$ cat src/rtl/nco_pkg.sv
// Shared defaults and scheduler state encoding for the multi-channel NCO front end.
package nco_pkg;
   localparam int NCH      = 4;
   localparam int PHASE_W  = 32;
   localparam int PH_OUT_W = 16;
   localparam int DATA_W   = 16;
   localparam int CORE_LAT = 4;

   typedef enum logic [1:0] {
      S_IDLE  = 2'd0,
      S_RUN   = 2'd1,
      S_DRAIN = 2'd2
   } state_t;
endpackage

$ cat src/rtl/nco_tag_pipe.sv
// Delay line carrying {valid, channel} of each core issue so results can be
// steered back to their channel when the core answers.
module nco_tag_pipe #(
   parameter int DEPTH = 4,
   parameter int CH_W  = 2
) (
   input  logic            clk_i,
   input  logic            rst_ni,
   input  logic            i_vld,
   input  logic [CH_W-1:0] i_ch,
   output logic            o_vld,
   output logic [CH_W-1:0] o_ch,
   output logic            o_busy
);
   logic [DEPTH:1]           vld_pipe;
   logic [DEPTH:1][CH_W-1:0] ch_pipe;

   always_ff @(posedge clk_i or negedge rst_ni) begin
      if (!rst_ni) begin
         vld_pipe <= '0;
         ch_pipe  <= '0;
      end else begin
         vld_pipe[1] <= i_vld;
         ch_pipe[1]  <= i_ch;
         for (int s = 2; s <= DEPTH; s++) begin
            vld_pipe[s] <= vld_pipe[s-1];
            ch_pipe[s]  <= ch_pipe[s-1];
         end
      end
   end

   assign o_vld  = vld_pipe[DEPTH];
   assign o_ch   = ch_pipe[DEPTH];
   assign o_busy = |vld_pipe;
endmodule

$ cat src/rtl/nco_sched.sv
// Time-multiplexes NCH phase accumulators onto one shared sin/cos core and
// demultiplexes the core results back into per-channel held samples.
module nco_sched #(
   parameter int NCH      = nco_pkg::NCH,
   parameter int PHASE_W  = nco_pkg::PHASE_W,
   parameter int PH_OUT_W = nco_pkg::PH_OUT_W,
   parameter int DATA_W   = nco_pkg::DATA_W,
   parameter int CORE_LAT = nco_pkg::CORE_LAT
) (
   input  logic                       clk_i,
   input  logic                       rst_ni,
   input  logic                       en_i,
   input  logic                       cfg_we_i,
   input  logic                       cfg_clr_i,
   input  logic [$clog2(NCH)-1:0]     cfg_ch_i,
   input  logic [PHASE_W-1:0]         cfg_fcw_i,
   output logic                       phase_valid_o,
   output logic [PH_OUT_W-1:0]        phase_o,
   output logic [$clog2(NCH)-1:0]     phase_ch_o,
   input  logic                       core_valid_i,
   input  logic [DATA_W-1:0]          core_sin_i,
   input  logic [DATA_W-1:0]          core_cos_i,
   output logic [NCH-1:0]             valid_o,
   output logic [NCH-1:0][DATA_W-1:0] sin_o,
   output logic [NCH-1:0][DATA_W-1:0] cos_o,
   output logic                       err_o
);
   import nco_pkg::*;

   localparam int CH_W = $clog2(NCH);

   state_t                     r_state, w_next;
   logic [CH_W-1:0]            r_cnt;
   logic [NCH-1:0][PHASE_W-1:0] r_acc, r_fcw;
   logic                       r_pvld;
   logic [PH_OUT_W-1:0]        r_ph;
   logic [CH_W-1:0]            r_pch;
   logic [NCH-1:0]             r_vld;
   logic [NCH-1:0][DATA_W-1:0] r_sin, r_cos;
   logic                       r_err;
   logic                       w_issue, w_pipe_busy, w_tag_vld;
   logic [CH_W-1:0]            w_tag_ch;

   always_ff @(posedge clk_i or negedge rst_ni) begin
      if (!rst_ni) r_state <= S_IDLE;
      else         r_state <= w_next;
   end

   // An issue sitting in the output register still counts as in flight.
   always_comb begin
      w_next = r_state;
      case (r_state)
         S_IDLE:  if (en_i) w_next = S_RUN;
         S_RUN:   if (!en_i) w_next = S_DRAIN;
         S_DRAIN: begin
            if (en_i)                         w_next = S_RUN;
            else if (!(r_pvld || w_pipe_busy)) w_next = S_IDLE;
         end
         default: w_next = S_IDLE;
      endcase
   end

   assign w_issue = (r_state == S_RUN);

   always_ff @(posedge clk_i or negedge rst_ni) begin
      if (!rst_ni) begin
         r_cnt  <= '0;
         r_pvld <= 1'b0;
         r_ph   <= '0;
         r_pch  <= '0;
      end else begin
         r_pvld <= w_issue;
         if (w_issue) begin
            r_ph  <= r_acc[r_cnt][PHASE_W-1 -: PH_OUT_W];
            r_pch <= r_cnt;
            r_cnt <= (r_cnt == CH_W'(NCH-1)) ? '0 : r_cnt + 1'b1;
         end else if (r_state == S_IDLE) begin
            r_cnt <= '0;
         end
      end
   end

   // Clear beats the accumulate; the accumulate always sees the pre-write FCW.
   always_ff @(posedge clk_i or negedge rst_ni) begin
      if (!rst_ni) begin
         r_acc <= '0;
         r_fcw <= '0;
      end else begin
         for (int i = 0; i < NCH; i++) begin
            if (cfg_clr_i && cfg_ch_i == CH_W'(i))
               r_acc[i] <= '0;
            else if (w_issue && r_cnt == CH_W'(i))
               r_acc[i] <= r_acc[i] + r_fcw[i];
            if (cfg_we_i && cfg_ch_i == CH_W'(i))
               r_fcw[i] <= cfg_fcw_i;
         end
      end
   end

   nco_tag_pipe #(.DEPTH(CORE_LAT), .CH_W(CH_W)) u_tag (
      .clk_i  (clk_i),
      .rst_ni (rst_ni),
      .i_vld  (r_pvld),
      .i_ch   (r_pch),
      .o_vld  (w_tag_vld),
      .o_ch   (w_tag_ch),
      .o_busy (w_pipe_busy)
   );

   always_ff @(posedge clk_i or negedge rst_ni) begin
      if (!rst_ni) begin
         r_vld <= '0;
         r_sin <= '0;
         r_cos <= '0;
         r_err <= 1'b0;
      end else begin
         r_vld <= '0;
         if (w_tag_vld) begin
            r_vld[w_tag_ch] <= 1'b1;
            r_sin[w_tag_ch] <= core_sin_i;
            r_cos[w_tag_ch] <= core_cos_i;
         end
         if (core_valid_i != w_tag_vld) r_err <= 1'b1;
      end
   end

   assign phase_valid_o = r_pvld;
   assign phase_o       = r_ph;
   assign phase_ch_o    = r_pch;
   assign valid_o       = r_vld;
   assign sin_o         = r_sin;
   assign cos_o         = r_cos;
   assign err_o         = r_err;
endmodule

$ cat config.mk
export PLATFORM = sky130hd
export DESIGN_NAME = nco_sched
export DESIGN_NICKNAME = d
export VERILOG_FILES = /design/src/rtl/nco_pkg.sv /design/src/rtl/nco_tag_pipe.sv /design/src/rtl/nco_sched.sv
export SDC_FILE = /design/constraint.sdc
export NUM_CORES = 1
export LEC_CHECK = 0
export CAP_MARGIN = 20
export CORE_MARGIN = 3
export CORE_UTILIZATION = 58
export CTS_CLUSTER_DIAMETER = 200
export DETAILED_ROUTE_END_ITERATION = 6
export MAX_ROUTING_LAYER = met4
export PLACE_DENSITY = 0.89
export SYNTH_ARGS = -nofsm -noshare
export SYNTH_HDL_FRONTEND = slang
export SYNTH_SLANG_ARGS = --single-unit
$ cat constraint.sdc
create_clock -name clk_i -period 3.9 [get_ports clk_i]
set_clock_uncertainty 0.15 [all_clocks]
set_input_delay 0.78 -clock clk_i [delete_from_list [all_inputs] [get_ports clk_i]]
set_output_delay 0.78 -clock clk_i [all_outputs]
set_load 0.005 [all_outputs]
# Word level (Yosys, flattened, before mapping)
# Index checks and enable logic that the tools add are counted.
[classes] n_addsub=5 order_cmp=3 eq_ne=12 muxes=25 n_reduce_logical=24
[ops] operator="$mux 32" count=9
[ops] operator="$add 32x32->32" count=4
[ops] operator="$bwmux 64" count=2
[ops] operator="$bmux 32 s2" count=1
[ops] operator="$demux 16 s2" count=1
[ops] operator="$mux 16" count=1
[ops] operator="$mux 2" count=7
[ops] operator="$logic_and 1x1->1" count=13
[ops] operator="$eq 2x2->1 const B" count=5
[ops] operator="$reduce_bool 2->1" count=5
[ops] operator="$eq 2x1->1 const B" count=3
[ops] operator="$logic_not 2->1" count=3
[ops] operator="$lt 2x3->1 const B" count=2
[ops] operator="$pmux 2 s3" count=1
[ops] operator="$mux 4" count=1
[ops] operator="$ne 2x2->1 const B" count=2
[ops] operator="$reduce_or 4->1" count=1
[ops] operator="$ne 3x3->1 const B" count=1
[ops] operator="$reduce_and 3->1" count=1
[ops] operator="$add 2x1->2 const B" count=1
[ops] operator="$demux 1 s2" count=1
[ops] operator="$ge 2x1->1 const B" count=1
[ops] operator="$logic_or 1x1->1" count=1
[ops] operator="$mux 1" count=1
[ops] operator="$ne 1x1->1" count=1
[totals] register_bits=424 inputBits=72 output_inout_bits=152 wordCells=97

# Logic depth before layout (Yosys ltp)
# Gate-level depths: netlist of run 1.
[depth] ltp_word=5 ltp_mapped=12 ltp_nobuf=12

# Cells and area by module
# Synthesis of run 1 repeated with hierarchy kept, for this count alone.
[hier_totals] hier_cells=2167 hier_area_um2=22384.0
[by_module_without_submodules] module="nco_sched" instances=1 cells_each=2152 area_per_inst_um2=22061.2 seq_area_each_um2=10309.9
[by_module_without_submodules] module="nco_tag_pipe" instances=1 cells_each=15 area_per_inst_um2=322.8 seq_area_each_um2=300.3

# Worst setup path before layout of run 1
# OpenSTA, ideal clock, no wires.
[synth_timing] path_type="register to register" from="register r_acc[49] (netlist bit)" to="register r_acc[63] (netlist bit)" setup_ps=74 arrival_ps=2601 required_ps=3676 slack_ps=1074 path_stages_with_launch=12 n_path_buf=1 period_less_slack_ps=2826 path_cell_list="dfrtp_1 -> ha_1 -> buf_6 -> and4_4 -> and3_4 -> a221oi_2 -> nand3_2 -> a31o_1 -> a311oi_2 -> xor2_1 -> or3_1 -> a21oi_2"
[synth_via] elab_chain_len=3
[synth_lines] element="start, declared" line_no="nco_sched.sv:34" source="logic [NCH-1:0][PHASE_W-1:0] r_acc, r_fcw;"
[synth_lines] element="start signal, assigned by index" line_no="nco_sched.sv:93" source="r_acc[i] <= r_acc[i] + r_fcw[i];"
[synth_lines] element="$add 32x32->32" line_no="nco_sched.sv:93"
[synth_lines] element="$mux 32" line_no="nco_sched.sv:92" source="else if (w_issue && r_cnt == CH_W'(i))"
[synth_lines] element="$mux 32" line_no="nco_sched.sv:90" source="if (cfg_clr_i && cfg_ch_i == CH_W'(i))"
# Every way passes these cells. The select of a mux whose other input is x is not followed.
# A chain may end at the register's enable or synchronous reset.

# Final worst setup path of run 1
[layout_timing] from="register r_fcw[32] (netlist bit)" to="register r_acc[62] (netlist bit)"
[layout_via] elab_chain_len=3
[layout_lines] element="start, declared" line_no="nco_sched.sv:34"
[layout_lines] element="start signal, assigned by index" line_no="nco_sched.sv:95" source="r_fcw[i] <= cfg_fcw_i;"
[layout_lines] element="$add 32x32->32" line_no="nco_sched.sv:93"
[layout_lines] element="$mux 32" line_no="nco_sched.sv:92"
[layout_lines] element="$mux 32" line_no="nco_sched.sv:90"
# Every way passes these cells. The select of a mux whose other input is x is not followed.

==> impl_results.md, run 1 <==
- Clk sinks: between 400 and 500
- Clock Path Buffers: 3
- Worst-Margin Slew: 1050 ps
- TritonRoute pass-1 iters: 5
- Num CTS Buffers: 46
- Area delta synth->final: 19.3%
- CP Launch Type: register
- Syn Inst Count: 2150
- Clock slew at reported path FFs: around 60 ps
- Port Buffers: 223
- Worst VDD drop: 0.000396 V
- Grt ovf: 0
- R2R setup slack: 600 ps
- Post-synth ARST share: 100%
- Path type of the worst setup path: register to register
- Final setup viols: 0
- CTS tree: yes
- Ys flop type: dfrtp_1
- Pins over their slew limit: 0
- Vias in the first global route: 18200
- Clock root buffer: clkbuf_16
- MaxCap Viol Count: 0
- H-tree Lvls: 2
- Worst path cell trace: ha_1, inv_1, fa_1, nor2b_1, o21ai_0, a21boi_1, o2111ai_1, a21oi_1, o21ai_0, a21oi_1, mux2i_1, nand2_1
- Switching share of power: 37.1%
- Switching power: 7.59 mW
- Crit-path max FO: 4
- Clock share of power: 20.3%
- DR WL/cell: 22.3 µm
- Cell Area, Synth: 22300 µm²
- Reg2reg end: r_acc[62]
- Final RePlAce weighted congestion: approximately 0.96
- Nets: 2572
- Static Leak: 12.3 nW
- Arr. time, crit path: between 3000 and 4000 ps
- Starting Density: 59.0%
- Via density per instance: 6.19
- Final hold violations: 0
- Fmax: 303 MHz
- Slowest-stage cell, CP: fa_1
- Final Cycle Share: 84.7%
- Synth warnings: 0
- Layout cell share with drive strength beyond 1: 15.2%
- PD cells: approximately 770 nW/µm²
- Chip width: 202 µm
- Core area: 37800 µm²
- Tot GR Track Use: 32.3%
- Register area share after synthesis: 47.5%
- Worst hold slack: 129 ps
- Internal: 12.9 mW
- Number of synthesized flops with an enable pin: 0
- Initial antenna violation count: 4
- Fin Setup TNS: 0 ps
- Cell Rows: 71
- Post-synthesis cell type count: between 70 and 80
- Slew HR: 29.7%
- Resize count post-CTS: 0
- Fill count: 2586
- Io pins: 224
- Largest net degree at the start of global routing: 120
- Hold Path Class: input port to async pin
- Setup Fix Bufs, Post-CTS: 0
- Logic gate share of total power: 44.6%
- Worst r2r path cells: 12
- Clk Latency, worst-skew pair: 580 ps
- Final ANT Viol Nets: 0
- First-pass GRT wire length: 102000 µm
- Final WL: 65100 µm
- Residual DRC: 0
- DIE AREA: 40900 µm²
- Power share of the sequential group: 35.1%
- Crit. End Element: register
- Worst Path Required: 4230 ps
- Hold_buf cts: 0
- Net Count, Synth: 2354
- Max incr delay on CP: just under 400 ps
- Unrepaired setup endpoints after global routing: no
- Die height: 202 µm
- Routed vias: 18000
- DR iter-0 viols: 1445
- Status: finished, final reports clean
- Half-perimeter wire length after detailed placement: between 40000 and 50000 µm
- Min cycle time layout: 3300 ps
- Yosys reg bits: 424
- Worst reg2reg path startpoint: r_fcw[32]
- Mapped Avg Cell Area: 10.4 µm²
==> worst max-delay path by stage <==
stage / startpoint / endpoint / slack (ps) / depth (start not counted)
4_1_cts: r_fcw[32] / r_acc[58] / 720 / 12
6_report: r_fcw[32] / r_acc[62] / 600 / 12
3_5_place_dp: r_fcw[32] / r_acc[62] / 750 / 12
2_1_floorplan: r_acc[49] / r_acc[63] / 1070 / 11
5_1_grt: r_acc[32] / r_acc[58] / 440 / 12
3_3_place_gp: r_acc[0] / r_acc[24] / 830 / 12
==> worst max-delay path, delay by kind of cell, from the launching register on <==
family                   cells  cell delay, ps
flip-flops                   1             360
AO/OA/AOI/OAI                6            1620
multiplexers                 1             230
AND/OR/NAND/NOR              2             220
buffers and inverters        1              60
adder cells (fa/ha/maj)      2             580
==> flip-flops by register name (all words and copies together), names as in the netlist, 2 cells and up <==
signal / count
r_state: 2
r_fcw: 128
u_tag.vld_pipe: 4
r_acc: 128
sin_o: 64
valid_o: 4
phase_o: 16
r_cnt: 2
cos_o: 64
u_tag.ch_pipe: 6
u_tag.o_ch: 2
phase_ch_o: 2
==> cell type report <==
class                   instances  area [µm²]  share of cell area [%]
multi-input cells            1595       11200                    42.2
flip-flops and latches        424       10600                    39.8
repair buffers                260        2580                    9.71
clock buffers                  67        1290                    4.84
well taps                     511         639                    2.40
inverters                      41         154                   0.578
clock inverters                12         113                   0.423
diodes                          4        10.0                  0.0376
==> through the flow <==
step	total power, mW	utilization [%]	cell area, µm²	instances	setup WS, ps
after detailed placement	16.0	66.6	25200	2830	754
final	20.5	70.4	26600	2914	596
after global routing	21.6	70.4	26600	2914	444
after global placement	15.5	66.6	25200	2830	829
after CTS	20.4	70.3	26600	2909	718
after floorplan	12.5	-	22300	2150	1070
==> power groups by stage <==
stage	Combinational, mW	Clock, mW	Sequential, mW
2_1_floorplan	5.68	0	6.81
3_3_place_gp	8.49	0	7.04
3_5_place_dp	8.86	0	7.17
4_1_cts	9.01	4.21	7.14
5_1_grt	9.94	4.39	7.30
6_report	9.12	4.16	7.18
==> synth_stat cells, types with 5 or more instances <==
cell type	number	share of area (%)
mux2_2	209	11
nand3_1	24	0.54
or3_1	12	0.34
a31oi_1	14	0.39
dfrtp_1	424	48
o211ai_1	6	0.20
a21o_1	60	2.0
nand2b_1	13	0.36
a211oi_1	18	0.61
o31ai_1	6	0.20
nor3_1	15	0.34
xnor2_1	67	2.6
a21boi_0	5	0.17
o21ai_1	9	0.20
nand4_1	12	0.34
mux4_2	16	1.6
mux2i_1	13	0.58
o21a_1	15	0.50
and2_1	11	0.31
nor2b_1	16	0.45
nor2_1	88	1.5
o21bai_1	12	0.40
nand2_1	414	7.0
nor3b_1	7	0.24
inv_1	41	0.69
o21ai_0	66	1.5
and4_1	8	0.31
buf_1	14	0.24
nand3b_1	6	0.20
and3_1	11	0.31
ha_1	128	7.2
a22o_1	11	0.43
clkbuf_1	73	1.2
or2_2	5	0.14
xor2_1	29	1.1
a31o_2	7	0.27
a22oi_1	5	0.17
a21oi_1	200	4.5
==> layer usage <==
metal / part of all wire, % / vias up / GRT usage (%)
met4: 5.3 / 0 / 14.8
met1: 40 / 8931 / 40.5
met5: 0 / - / -
met2: 47 / 862 / 52.1
li1: - / 8049 / -
met3: 7.3 / 190 / 5.17
==> kinds of logic (layout without fill, tap and decap cells) <==
| kind of cell | Yosys count | after routing | share of synthesized area, % |
|---|---|---|---|
| buf+inv | 131 | 380 | 2.26 |
| other cells | 0 | 4 | 0 |
| mux | 238 | 238 | 12.7 |
| simple gates | 657 | 657 | 12.9 |
| compound gates | 472 | 472 | 13.3 |
| flops | 424 | 424 | 47.5 |
| xor+xnor | 96 | 96 | 3.77 |
| fa+ha+maj | 132 | 132 | 7.53 |
==> layout by cell type (no fill, tap or decap), types with 18 or more instances in the layout <==
cell / instances
dfrtp_1: 424
nand2_1: 414
clkdlybuf4s50_1: 222
mux2_2: 209
a21oi_1: 200
ha_1: 128
nor2_1: 87
xnor2_1: 67
o21ai_0: 66
a21o_1: 60
clkbuf_16: 46
inv_1: 41
buf_4: 32
xor2_1: 29
nand3_1: 23
a211oi_1: 18
Note: power is estimated with default switching activity, not from simulation.
==> inputs of run 2 (changes only) <==
- CORE_UTILIZATION: 58 -> 52
- PLACE_DENSITY: 0.89 -> 0.85
- clock period: 3.9 -> 2.65 ns (I/O delays scaled with it)
==> run 2 against run 1 <==
The run now ends with negative setup slack left. Combinational power is 88% higher. Via count is 5.1% higher. First-iteration DRC count is 16% higher. Worst setup slack worse by 820 ps. Clock-buffer cell count is 8 lower. Sequential share of layout area is 4.5 points lower. Routed wire length is 7.0% higher. Clock power is 74% higher. Utilization is 0.89 points higher. Global-route usage is 1.7 points lower. Fmax is 15% higher. Largest cell class unchanged.
==> impl_results.md, run 2 (same netlist as run 1, synthesis figures left out) <==
- Routed vias: around 19000
- Core area: 42100 µm²
- Clk sinks: ~420
- Final Instance Count excl. Fillers: about 3200
- Io pins: 224
- Starting Density: roughly 53%
- Failing checks: negative setup slack
- Final Cycle Share: 108%
- Hold Path Class: register to register
- Worst-Margin Slew: 653 ps
- Clk Latency, worst-skew pair: approximately 610 ps
- Slew HR: 56.3%
- Vias in the first global route: 19100
- # placed instances: 3039
- Tot GR Track Use: between 30 and 40%
- Hold EP: u_tag.o_ch[0]
- Biggest regs: r_acc x128, r_fcw x128
- Hold wc startpoint: u_tag.ch_pipe[4]
- Slowest-stage cell, CP: dfrtp_1
- CP Launch Type: register
- Worst r2r path cells: 12
- Area delta synth->final: 34.5%
- Via density per instance: 5.95
- Final setup viols: 41
- Delay-heaviest family, CP: compound AO/OA/AOI/OAI gates
- Max incr delay on CP: 410 ps
- Largest net degree at the start of global routing: 64
- DP Area: about 27000 µm²
- Final instance area: 30000 µm²
- Crit. End Element: register
- Residual DRC: 0
- Final WL: between 60000 and 70000 µm
- Fmax: 348 MHz
- Fill count: 2789
- Static Leak: about 14 nW
- Status: finished with violations
- Worst Hold Depth: 0
- Clock Path Buffers: 3
- First-pass GRT wire length: 106000 µm
- Nets: 2811
- Clock root buffer: clkbuf_16
- H-tree Lvls: 2
- Arr. time, crit path: roughly 3200 ps
- Pins over their slew limit: 0
- Reg2reg end: r_acc[90]
- DR WL/cell: 21.9 µm
- Num CTS Buffers: 46
- Most common cell after layout, fill and taps aside: dfrtp_1
- Clock slew at reported path FFs: 60 ps
- DR iter-0 viols: between 1500 and 2000
- Final ANT Viol Nets: 0
- Initial antenna violation count: 1
- Worst reg2reg path startpoint: r_fcw[64]
- Grt ovf: 0
- Port Buffers: 223
- Worst VDD drop: 0.000727 V
- Cell Rows: 75
- Die height: approximately 210 µm
- R2R setup slack: -220 ps
- CTS tree: yes
- Min cycle time layout: 2870 ps
- Layout cell share with drive strength beyond 1: 29.9%
- CP Buf/Inv Count: 2
- Unrepaired setup endpoints after global routing: yes
- Half-perimeter wire length after detailed placement: 48800 µm
- DIE AREA: 45500 µm²
- Post-Route Utilization: a little under three quarters
- Final RePlAce weighted congestion: 0.977
- Path type of the worst setup path: register to register
- MaxCap Viol Count: 0
- Most frequent cells in the layout: dfrtp_1, nand2_1, buf_4
- Chip width: 213 µm
- Worst setup slack after layout: -221 ps
- Worst path cell trace: ha_2, inv_2, fa_2, nor2b_2, o31a_1, o221a_4, a211oi_4, o31ai_4, a311oi_2, buf_4, xnor2_2, a22o_1
- Worst hold slack: 201 ps
- TritonRoute pass-1 iters: 5
- Final hold violations: 0
- PD cells: around 1200 nW/µm²
- Crit-path max FO: 2
- Worst Path Required: about 3000 ps
==> run 2: cell types whose count changed in the layout (fill, tap and decap cells not counted), moves of 9 or more <==
cell and delta:
a21oi_2 +43, buf_4 +213, buf_6 +18, o21ai_0 -27, a21oi_1 -48, ha_4 +19
bufinv_16 +9, ha_1 -27, clkbuf_1 -11, o21ai_2 +22
==> run 2: per-stage QoR <==
step	TNS (ps)	setup WS (ps)	total power, mW
after global placement	-4220	-221	24.5
after global routing	-10080	-311	36.9
after detailed placement	-8370	-357	25.2
final	-4010	-221	34.9
after floorplan	-105	-70.4	18.4
after CTS	-3420	-301	33.5
==> run 2: metal layers <==
| metal | routed length [µm] | global-route usage, % |
|---|---|---|
| met3 | 5630 | 5.99 |
| met2 | 33600 | 50.1 |
| met5 | 0 | - |
| met1 | 27700 | 38.0 |
| met4 | 2780 | 11.3 |
==> run 2: how the worst max path moves through the flow <==
stage,from,end,slack [ps],cells past startpoint
final,r_fcw[64],r_acc[90],-220,12
after global routing,r_acc[0],r_acc[22],-310,13
after CTS,r_fcw[64],r_acc[92],-300,12
after detailed placement,r_acc[0],r_acc[26],-360,12
after global placement,r_acc[64],r_acc[92],-220,12
after floorplan,r_fcw[49],r_acc[63],-70,11
==> run 2: area by class of cell <==
| type | instances | area (µm²) | area share [%] |
|---|---|---|---|
| Sequential cell | 424 | 10600 | 35.3 |
| Antenna cell | 1 | 2.50 | 0.00833 |
| Clock inverter | 26 | 443 | 1.48 |
| Inverter | 41 | 154 | 0.513 |
| Multi-Input combinational cell | 1595 | 12300 | 41.0 |
| Tap cell | 539 | 674 | 2.25 |
| Timing Repair Buffer | 499 | 4530 | 15.1 |
| Clock buffer | 59 | 1290 | 4.30 |
==> run 2: timing repair <==
item	CTS	global route
setup buffers	32	30
resized for setup	107	138
hold buffers	1	0
setup endpoints to repair	61	73
pin swaps	88	120
gates cloned	0	0
endpoints found under the hold margin	52	0
==> run 2: worst register-to-register path, stage by stage, from the launching register on <==
cell and delay (ps):
dfrtp_1 410, ha_2 220, inv_2 70, fa_2 200, nor2b_2 50, o31a_1 280, o221a_4 260, a211oi_4 300
o31ai_4 100, a311oi_2 290, buf_4 180, xnor2_2 60, a22o_1 210
==> run 2: power breakdown <==
part,internal (mW),switching (mW)
Clock,4.45,2.80
Sequential,8.76,1.79
Combinational,9.15,7.95
Total,22.4,12.5
==> inputs of run 3 (changes only) <==
- SKIP_CTS_REPAIR_TIMING: unset -> 1
- TNS_END_PERCENT: unset -> 20
==> run 3 against run 2 <==
The run ends with design-rule violations, negative setup slack left. Largest power group unchanged. Utilization is 2.4 points lower. Sequential power hardly changed. Routed wire length is 2.7% lower. Critical endpoint unchanged. Register-to-register slack worse by 97 ps.
==> impl_results.md, run 3 (same netlist as run 1, synthesis figures left out) <==
- CP Buf/Inv Count: 2
- Clock root buffer: clkbuf_16
- Chip width: 213 µm
- Clock share of power: 20.0%
- Worst Setup SP: r_acc[64]
- Final Instance Count excl. Fillers: about 3100
- Nets: 2744
- Vias in the first global route: 18800
- Slowest-stage cell, CP: dfrtp_1
- PD cells: 1150 nW/µm²
- Io pins: roughly 220
- Final Cycle Share: 112%
- First-pass GRT wire length: 103000 µm
- Initial antenna violation count: 4
- CTS tree: yes
- Failing checks: design-rule violations, negative setup slack
- Cell Rows: 75
- DR WL/cell: 21.7 µm
- Tot GR Track Use: 29.5%
- Switching share of power: between 30% and 40%
- Core area: 42100 µm²
- Final setup viols: 30
- DP Area: around 27000 µm²
- Routed vias: 18800
- Grt ovf: 0
- Logic gate share of total power: 48.2%
- Worst hold slack: 199 ps
- Min cycle time layout: between 2000 and 3000 ps
- Final WL: between 60000 and 70000 µm
- Clk sinks: 424
- Internal: 21.2 mW
- Pwr Total: 33.3 mW
- MaxCap Viol Count: 0
- Slew HR: approximately 55%
- Crit-path max FO: 3
- Final RePlAce weighted congestion: 0.939
- Most common cell after layout, fill and taps aside: dfrtp_1
- Clk Latency, worst-skew pair: 600 ps
- Worst VDD drop: 0.000678 V
- Final hold violations: 0
- Fmax: 337 MHz
- Half-perimeter wire length after detailed placement: 47800 µm
- Max incr delay on CP: between 300 and 400 ps
- TritonRoute pass-1 iters: 7
- Delay-heaviest family, CP: compound AO/OA/AOI/OAI gates
- Unrepaired setup endpoints after global routing: yes
- R2R setup slack: -320 ps
- Switching power: 12.1 mW
- Largest net degree at the start of global routing: between 80 and 90
- Num CTS Buffers: 46
- Static Leak: 13.4 nW
- Layout cell share with drive strength beyond 1: 25.9%
- Crit. End Element: register
- Worst setup slack after layout: -318 ps
- Path type of the worst setup path: register to register
- Final instance area: 29000 µm²
- Power share of the sequential group: 31.8%
- Via density per instance: about 6
- Worst-Margin Slew: 668 ps
- # placed instances: between 3000 and 4000
- Starting Density: 53.0%
- Die height: 213 µm
- Clock Path Buffers: 3
- DR iter-0 viols: 1839
- Final ANT Viol Nets: 0
- Worst path cell trace: ha_2, inv_2, fa_2, nor2b_2, o31a_1, o221a_4, a211oi_4, o31ai_4, a311oi_2, buf_4, xnor2_2, a22o_1
- Arr. time, crit path: approximately 3300 ps
- Residual DRC: 6
- CP Launch Type: register
- Area delta synth->final: 30.0%
- Port Buffers: 223
- Most frequent cells in the layout: dfrtp_1, nand2_1, clkdlybuf4s50_1
- Clock slew at reported path FFs: 60 ps
- Worst reg2reg path startpoint: r_acc[64]
- Worst Path Required: 2990 ps
- Pins over their slew limit: 0
- Hold wc startpoint: u_tag.ch_pipe[1]
- Biggest regs: r_acc x128, r_fcw x128
- DIE AREA: 45500 µm²
- H-tree Lvls: 2
- Status: finished with violations
- Hold Path Class: register to register
-- run 3: metal layers --
layer	global-route usage [%]	vias to the layer above	part of all wire, %
met1	37.2	9337	40
met5	-	-	0
met4	14.1	0	5.3
li1	-	8395	-
met3	5.39	220	7.7
met2	46.4	851	47
-- run 3: metrics by stage --
step | setup slack [ps] | setup TNS, ps | utilization [%]
final | -318 | -3740 | 68.9
after global routing | -419 | -8670 | 68.9
after CTS | -360 | -11040 | 66.7
after detailed placement | -324 | -11370 | 62.9
after global placement | -276 | -8080 | 62.9
after floorplan | -75.2 | -313 | -
-- run 3: layout make-up --
type | instances | area (µm²)
fill | 2878 | 13100
multi-input combinational | 1595 | 12000
sequential | 424 | 10600
timing repair buffer | 432 | 3960
clock buffer | 61 | 1280
tap | 539 | 674
clock inverter | 23 | 303
inverter | 41 | 154
antenna | 4 | 10.0
-- run 3: path summary, 6_finish.rpt --
kind                                     to  cells after the start
hold reg to reg            u_tag.ch_pipe[3]                      0
max in group asynchronous          sin_o[5]                      3
hold / removal             u_tag.ch_pipe[3]                      0
setup / recovery                  r_acc[90]                     12
min in group asynchronous        valid_o[2]                      2
setup reg to reg                  r_acc[90]                     12
-- run 3: power groups by stage --
stage          Sequential, mW  Clock (mW)  Combinational, mW
2_1_floorplan            10.0           0               8.38
3_3_place_gp             10.4           0               13.9
3_5_place_dp             10.5           0               14.5
4_1_cts                  10.4        6.80               14.6
5_1_grt                  10.8        7.08               17.4
6_report                 10.6        6.67               16.1
==> variant (flow settings as in run 2) <==
Change the package constant `NCH` from 4 to 2.
--- a/src/rtl/nco_pkg.sv
+++ b/src/rtl/nco_pkg.sv
@@ -1,6 +1,6 @@
 // Shared defaults and scheduler state encoding for the multi-channel NCO front end.
 package nco_pkg;
-   localparam int NCH      = 4;
+   localparam int NCH      = 2;
    localparam int PHASE_W  = 32;
    localparam int PH_OUT_W = 16;
    localparam int DATA_W   = 16;
Interface: changed (5 resized); port bits go from 224 to 156. No check against the original RTL was run, so the function may have changed too.
==> variant against run 2 <==
The flow still finishes with violations (setup timing). Sequential cell count down 200. First-iteration DRC count down 57%. Synthesized area down 48%. Die area down 46%. Total power down 55%. Design area down 48%. Worst setup slack better by 0.10 ns. Sequential share of layout area up 0.78 points. Critical path type unchanged. Core utilization down 0.58 points. Wire length down 51%.
==> variant: results (changes against run 2) <==
metric	value	unit	change
delay of the slowest cell on the worst path	0.36	ns	was 0.41 ns
average via count per standard cell	6.11		was 5.95
Worst Setup EP	r_acc[62]		was r_acc[90]
Post-Synth Adder-Cell Area	6.97	%	was 7.53%
result of the run	finished, violations left		unchanged
proportion of layout cells with a drive suffix above 1	25.2	%	was 29.9%
Buffers excl. clock	232		was 499
count of filler cells inserted in the layout	1473		was 2,789
WL met3	2040	um	was 5630 um
Post-layout nets	1458		was 2,811
Setup-failing EPs final	7		was 41
global routing met2 resource utilization	44.6	%	was 50.1%
launch point of the worst hold path	u_tag.ch_pipe[1]		was u_tag.ch_pipe[4]
reg-to-reg setup timing slack	-0.12	ns	was -0.22 ns
WL met1	13700	um	was 27,700 um
power share of the clock group	22.5	%	was 20.8%
Max VDD drop	0.730	mV	was 0.727 mV
number of antenna violations at the first check in global routing	0		was 1
share of synthesized area occupied by flip-flops and latches	47.9	%	was 47.5%
synthesized area per cell	10.6	um^2	was 10.4 um^2
smallest setup slack after layout	-0.119	ns	was -0.221 ns
power consumed by combinational cells	7020	uW	was 17,100 uW
synthesis-stage register bit count	224		was 424
met1 demand-to-capacity share in global routing	33.3	%	was 38.0%
First DRT Iteration DRCs	731		was 1,682
number of ordinary inverters in the final layout	18		was 41
vias in the first global route	9870		was 19,100
Reg area	5610	um^2	was 10,600 um^2
top post-synthesis cells by count	224 x dfrtp_1, 132 x nand2_1, 127 x mux2_2		was 424 x dfrtp_1, 414 x nand2_1, 209 x mux2_2
most area-consuming cells after synthesis	dfrtp_1 48%, mux2_2 12%, ha_1 6.6%		was dfrtp_1 48%, mux2_2 11%, ha_1 7.2%
placement-stage worst setup slack	-0.126	ns	was -0.357 ns
Multi-Input Combinational	823		was 1,595
Compound-Gate Fraction of Synth Area	14.9	%	was 13.3%
unique cell type count in the Yosys netlist	63		was 79
Regs by FF count	r_acc x64, r_fcw x64		was r_acc x128, r_fcw x128
violated checks	setup timing		unchanged
wire length reported by the detailed router	33900	um	was 69,700 um
CP Max Fanout	3		was 2
slew at the pin closest to its max-slew limit	0.679	ns	was 0.653 ns
variant: cells by family (layout without fill, tap and decap cells):
kind of cell    count (synthesis)  count (layout)
compound gates                280             280
buf+inv                        62             292
mux                           145             145
xor+xnor                       36              36
flops                         224             224
simple gates                  298             298
fa+ha+maj                      64              64
variant: repair_timing:
item | in CTS | in global routing
pin swaps | 16 | 34
hold endpoints to repair | 59 | 0
setup buffers | 5 | 5
gates cloned | 0 | 0
resized for setup | 25 | 74
endpoints found under the setup margin | 18 | 32
hold buffers | 1 | 0
variant: metrics by stage:
stage	setup TNS, ns	util, %	hold WS, ns	total power [uW]	instances
after floorplan	-0.00775	-	0.0844	8680	1109
after global placement	-0.193	64.1	0.186	11000	1566
after detailed placement	-0.900	64.1	0.193	11300	1566
after CTS	-0.474	68.7	0.214	15100	1614
after global routing	-1.77	70.7	0.220	16700	1619
final	-0.494	70.7	0.208	15800	1619
